[config.mk]
export PLATFORM = sky130hd
export DESIGN_NAME = dawson_responder
export DESIGN_NICKNAME = d
export VERILOG_FILES = /design/src/rtl/dawson_pkg.sv /design/src/rtl/dawson_responder.sv
export SDC_FILE = /design/constraint.sdc
export NUM_CORES = 1
export LEC_CHECK = 0
export CAP_MARGIN = 20
export CORE_AREA = 5 5 158 160
export CTS_BUF_LIST = sky130_fd_sc_hd__clkbuf_2
export DETAILED_ROUTE_END_ITERATION = 10
export DIE_AREA = 0 0 163 165
export PLACE_DENSITY = 0.75
export REMOVE_ABC_BUFFERS = 1
export SLEW_MARGIN = 25
export SYNTH_ARGS = -nofsm -noshare
export SYNTH_HDL_FRONTEND = slang
export SYNTH_SLANG_ARGS = --single-unit
export TNS_END_PERCENT = 20
[constraint.sdc]
create_clock -name clock -period 1.5 [get_ports clock]
set_input_delay 0.3 -clock clock [delete_from_list [all_inputs] [get_ports clock]]
set_output_delay 0.3 -clock clock [all_outputs]
set_load 0.005 [all_outputs]
[src/rtl/dawson_pkg.sv]
// Shared definitions for the Dawson strobe/acknowledge protocol blocks.
// Holds the default datapath width and the responder FSM state encoding.
package dawson_pkg;

  localparam int DAWSON_W = 64;

  typedef enum logic [2:0] {
    RESET = 3'd0,
    GET_A = 3'd1,
    GET_B = 3'd2,
    START = 3'd3,
    WAIT  = 3'd4,
    PUT_Z = 3'd5
  } dawson_state_t;

endpackage

[src/rtl/dawson_responder.sv]
// Unit-side end of the Dawson protocol: collects A then B, launches a start/done
// compute core, and holds the captured result on output_z until acknowledged.
module dawson_responder
  import dawson_pkg::*;
#(
  parameter int W     = DAWSON_W,
  parameter int CNT_W = 16
) (
  input  logic             clock,
  input  logic             reset_n,
  input  logic [W-1:0]     input_a,
  input  logic             input_a_stb,
  output logic             input_a_ack,
  input  logic [W-1:0]     input_b,
  input  logic             input_b_stb,
  output logic             input_b_ack,
  output logic [W-1:0]     output_z,
  output logic             output_z_stb,
  input  logic             output_z_ack,
  output logic [W-1:0]     core_a,
  output logic [W-1:0]     core_b,
  output logic             core_start,
  input  logic [W-1:0]     core_result,
  input  logic             core_done,
  output logic [CNT_W-1:0] op_count
);

  dawson_state_t    state;
  dawson_state_t    state_next;
  logic [W-1:0]     a_reg;
  logic [W-1:0]     b_reg;
  logic [W-1:0]     z_reg;
  logic [CNT_W-1:0] count_reg;

  logic accept_a;
  logic accept_b;
  logic capture_z;
  logic deliver_z;

  // Transfers are qualified by the registered state only, so stb never reaches ack.
  assign accept_a  = (state == GET_A) && input_a_stb;
  assign accept_b  = (state == GET_B) && input_b_stb;
  assign capture_z = ((state == START) || (state == WAIT)) && core_done;
  assign deliver_z = (state == PUT_Z) && output_z_ack;

  always_comb begin
    state_next = state;
    unique case (state)
      RESET: state_next = GET_A;
      GET_A: if (input_a_stb) state_next = GET_B;
      GET_B: if (input_b_stb) state_next = START;
      START: state_next = core_done ? PUT_Z : WAIT;
      WAIT:  if (core_done) state_next = PUT_Z;
      PUT_Z: if (output_z_ack) state_next = GET_A;
      default: state_next = RESET;
    endcase
  end

  always_ff @(posedge clock or negedge reset_n) begin
    if (!reset_n) begin
      state <= RESET;
    end else begin
      state <= state_next;
    end
  end

  always_ff @(posedge clock or negedge reset_n) begin
    if (!reset_n) begin
      a_reg     <= '0;
      b_reg     <= '0;
      z_reg     <= '0;
      count_reg <= '0;
    end else begin
      if (accept_a) begin
        a_reg <= input_a;
      end
      if (accept_b) begin
        b_reg <= input_b;
      end
      if (capture_z) begin
        z_reg <= core_result;
      end
      if (deliver_z) begin
        count_reg <= count_reg + CNT_W'(1);
      end
    end
  end

  assign input_a_ack  = (state == GET_A);
  assign input_b_ack  = (state == GET_B);
  assign core_start   = (state == START);
  assign output_z_stb = (state == PUT_Z);
  assign output_z     = z_reg;
  assign core_a       = a_reg;
  assign core_b       = b_reg;
  assign op_count     = count_reg;

endmodule

* After elaboration in Yosys (flattened, before gate mapping) *
Cells that the tools add are included.
Widths: inputs -> output; s select.

storage, ports and cells
  output and inout port bits = 212
  input port bits = 198
  register bits after elaboration = 211

cells by class
  multiplexer cells = 6
  reduce and logical (&&, ||, !) cells = 7
  equal/unequal tests = 9
  add/subtract/negate cells = 1

operators by type and width
  kind                   number
  $pmux 3 s6             1
  $add 16x1->16 const B  1
  $mux 3                 4
  $eq 3x2->1 const B     2
  $eq 3x3->1 const B     2
  $ne 2x2->1 const B     3
  $logic_and 1x1->1      4
  $reduce_and 4->1       1
  $eq 3x1->1 const B     1
  $logic_not 3->1        1
  $ne 2x1->1 const B     1
  $logic_or 1x1->1       1
  $mux 1                 1

* Depth between registers and ports, before layout *
  word-level depth = 3
  depth in mapped cells = 6
  gate-level depth less buffers = 5

* Worst setup path after synthesis *
Ideal clock, no wire load.

  path type = reg-to-reg
  start = register state[0]
  end = register z_reg[13] (netlist: output_z[13])
  required time = 1.375 ns
  cell stages (with the launch flop) = 7
  setup time = 0.125 ns
  path slack = -0.097 ns
  clock period less this slack = 1.597 ns
  path buffers = 2
  data arrival time = 1.472 ns
  path through = dfrtp_1 -> buf_6 -> inv_2 -> nor3b_4 -> o21ai_4 -> buf_6 -> mux2_2

between the ends
  longest elaborated chain between the ends = 3
  elaborated cells between the ends (all ways) = 4
  those cells by class = eq/ne (2); reduce/logical (2)

ends and longest elaborated chain
  what                    line                    RTL
  from (decl)             dawson_responder.sv:28  dawson_state_t state;
  from (signal assigned)  dawson_responder.sv:63  state <= state_next;
  $eq 3x2->1              -
  net core_start          dawson_responder.sv:22  output logic core_start,
  $logic_or 1x1->1        dawson_responder.sv:43  assign capture_z = ((state == START) || (state == WAIT)) && core_done;
  $logic_and 1x1->1       dawson_responder.sv:43
  to (signal assigned)    dawson_responder.sv:81  z_reg <= core_result;
  to (decl)               dawson_responder.sv:32  logic [W-1:0] z_reg;

The timed path passes the listed nets, and every way through them passes these cells.
A chain may end at the register's enable or synchronous reset.

* Final worst setup path *
  start = register state[2]
  end = output input_b_ack

between the ends
  longest elaborated chain between the ends = 1

ends and longest elaborated chain
  what        line                    RTL
  $eq 3x2->1  dawson_responder.sv:90  assign input_b_ack = (state == GET_B);
  to (decl)   dawson_responder.sv:16  output logic input_b_ack,

Every way passes these cells.

==> impl_metrics.ini <==
[grt]
grt_pass1_wl_microns = 37200
gr-total-overflow = 0
grt_pass1_vias = 6789
track_usage_pct = 17.6
grt_max_degree = 51
antenna_found_initial = 1

[layout]
fillers = 1947
drive_gt1_share_pct = 56.8
syn_to_final_growth_pct = 63.6
fin_area_sq_um = 13500
fin_nets = 1224

[min_path]
hold_path.class = in2reg

[detailed_routing]
first_pass_iters = 4
drc = 0
vias_per_cell = 4.51
wl_per_cell_microns = 19.5
num_vias = 6208
routed_wl_microns = 26800
drt-initial-drc-count = 181
postRouteAntennaNets = 0

[worst_setup_path]
worstSetupStartpoint = state[2]
r2r_cells = 9
r2r_setup_slack_ns = -0.37
timing.rr.end = output_z[16]
reg2reg_from = state[2]
path_max_fanout = 3
worstSetupEndpointType = output pin
critPathArrivalTime_ns = 1.72
endpoint = input_b_ack
required_ns = 1.20
crit_type = reg2out
crit_path_start_kind = flop

[cts]
htree_levels = 2
clock_latency_ns = 0.76
clock_path_buffers = 3
clkTransAtPathRegs_ns = 0.11
cts.sinks = 211
cts_inserted_buffers = 53
tritoncts = done
root_buffer = clkbuf_2

[floorplan]
io-pin-count = 410
start_util_pct = 35.4
fp.dieW_microns = 163
die_h_microns = 165
die_area_sq_um = 26900
num_rows = 56
core_area_sq_um = 23300

[placed_design]
place_congestion = 0.741
io_buffers = 409
placed_area_sq_um = 12900
hpwl_microns = 18400

[power]
power_leakage_nw = 6.68
ir_drop_uv = 955
p_per_area_nw_per_um2 = 1870

[timing]
slew_viol_final = 0
fin_skew_ns = 0.0266
max_freq_ghz = 0.496
post-route-period-util_pct = 134
tightest_slew_ns = 0.474
finalSetupViolations = 420
final_hold_viol_count = 0
period_needed_ns = 2.02
layout_setup_ws_ns = -0.517
setup_tns_ns = -72.00
rsz0062_at_grt = yes
max_slew_margin_pct = 68.4
hold_slack_ns = 0.140

[synth]
ys_warn_count = 0
synthMuxAreaShare_pct = 27.6
synth.yosys.seq_area_share_pct = 64.2
synth_area_sq_um = 8230
synth_xor_area_share_pct = 1.60
synthAdderAreaFrac_pct = 0.152
synth_top_family_by_area = multiplexers
yosys.area.top_type = dfrtp_1
yosys.area_share.simple_pct = 3.34
synth_compound_area_share_pct = 0.502
synth_top_area_share_pct = 64.2
netlist-cell-type-count = 33
ys_top_cells_by_area = dfrtp_1 (64%), mux2_2 (23%), mux2_4 (4.2%), buf_6 (2.1%), xnor2_1 (0.85%)
synth_cells = 489
syn_area_per_cell_sq_um = 16.8
synth_seq_cells = 211

[status]
violations = setup timing
status = complete, but fails checks

[job]
drv_cap = 0
how the worst min path moves through the flow:
stage,from,depth (start not counted),end,slack [ns]
finish,core_result[45],2,output_z[45],0.14
detailed placement,reset_n,1,core_b[29],0.22
floorplan,reset_n,0,core_a[0],0.004
CTS,input_a[2],2,core_a[2],0.03
global placement,reset_n,1,core_b[29],0.22
global route,core_result[47],2,output_z[47],0.01
sequential cells by signal, summed over array words and instances, names as in the netlist:
signal,cells
core_a,64
core_b,64
output_z,64
op_count,16
state,3
kinds of logic after synthesis:
logic type	count (synthesis)
adders and majority gates	1
muxes	194
DFF	211
and+or+nand+nor	40
AOI/OAI and AO/OA	5
buffers and inverters	23
xor gates and xnor gates	15
cell type report:
class / count / area, sq um / share of cell area, %
Inverter: 1 / 8.76 / 0.0651
Antenna cell: 1 / 2.50 / 0.0186
Clock buffer: 74 / 370 / 2.75
Timing Repair Buffer: 503 / 4230 / 31.4
Sequential cell: 211 / 5290 / 39.3
Multi-Input combinational cell: 255 / 3120 / 23.2
Clock inverter: 12 / 45.0 / 0.335
Tap cell: 319 / 399 / 2.96
cell usage in the layout, fill, tap and decap left out, types with 2 or more instances in the layout:
master and instances:
a21oi_1 2, and2_4 2, and3_1 3, buf_12 11, buf_16 2, buf_2 144
buf_4 54, buf_6 26, clkbuf_16 10, clkbuf_2 131, clkdlybuf4s50_1 196, clkinv_1 11
dfrtp_1 204, dfrtp_2 7, mux2_2 83, mux2_4 110, nand2_1 6, nand4_1 8
nor2_1 5, nor2_4 3, nor3b_4 2, nor4_4 2, xnor2_1 8, xor2_1 7
cells in the mapped netlist (all sizes together):
| library cell | instances |
|---|---|
| dfrtp | 211 |
| mux2 | 193 |
| buf | 22 |
| nand4 | 8 |
| nor2 | 8 |
| xnor2 | 8 |
| nand2 | 7 |
| xor2 | 7 |
| and3 | 4 |
| a21oi | 2 |
| and2 | 2 |
| nand3 | 2 |
| nor3b | 2 |
| nor4 | 2 |
| a211oi | 1 |
| and4b | 1 |
| ha | 1 |
| inv | 1 |
| mux2i | 1 |
| nand2b | 1 |
| nand3b | 1 |
| nor3 | 1 |
| o21a | 1 |
| o21ai | 1 |
| or2 | 1 |
routing by layer:
metal,vias up,wire length (microns),GRT usage [%]
met2,295,13800,31.0
met4,0,493,5.76
met3,44,2350,6.74
met5,-,0,0
li1,2829,-,-
met1,3040,10200,19.6
critical path, stage by stage (launching register included):
cell and delay [ns]:
dfrtp_2 0.44, buf_6 0.13, nor3b_4 0.18, buf_4 0.15, buf_6 0.09
per-stage QoR:
step           instances  setup slack, ns  total power, W  util (%)
2_1_floorplan        467            -2.41          0.0140         -
3_3_place_gp        1225           -0.432          0.0215      55.4
3_5_place_dp        1225           -0.417          0.0218      55.4
4_1_cts             1352           -0.636          0.0239      55.8
5_1_grt             1376           -0.712          0.0268      57.9
6_report            1376           -0.517          0.0252      57.9
where the power goes:
group / internal [W] / switching (W)
logic: 0.00751 / 0.00422
clock network: 0.00130 / 0.00222
registers: 0.00841 / 0.00152
total: 0.0172 / 0.00795
timing repair:
item | CTS | global route
pin swaps | 3 | 6
hold endpoints to repair | 211 | 0
resized for setup | 768 | 158
setup endpoints to repair | 415 | 420
hold buffers | 2 | 0
buffers inserted | 39 | 10
gates cloned | 0 | 14
Power figures use the tool's default switching activity.
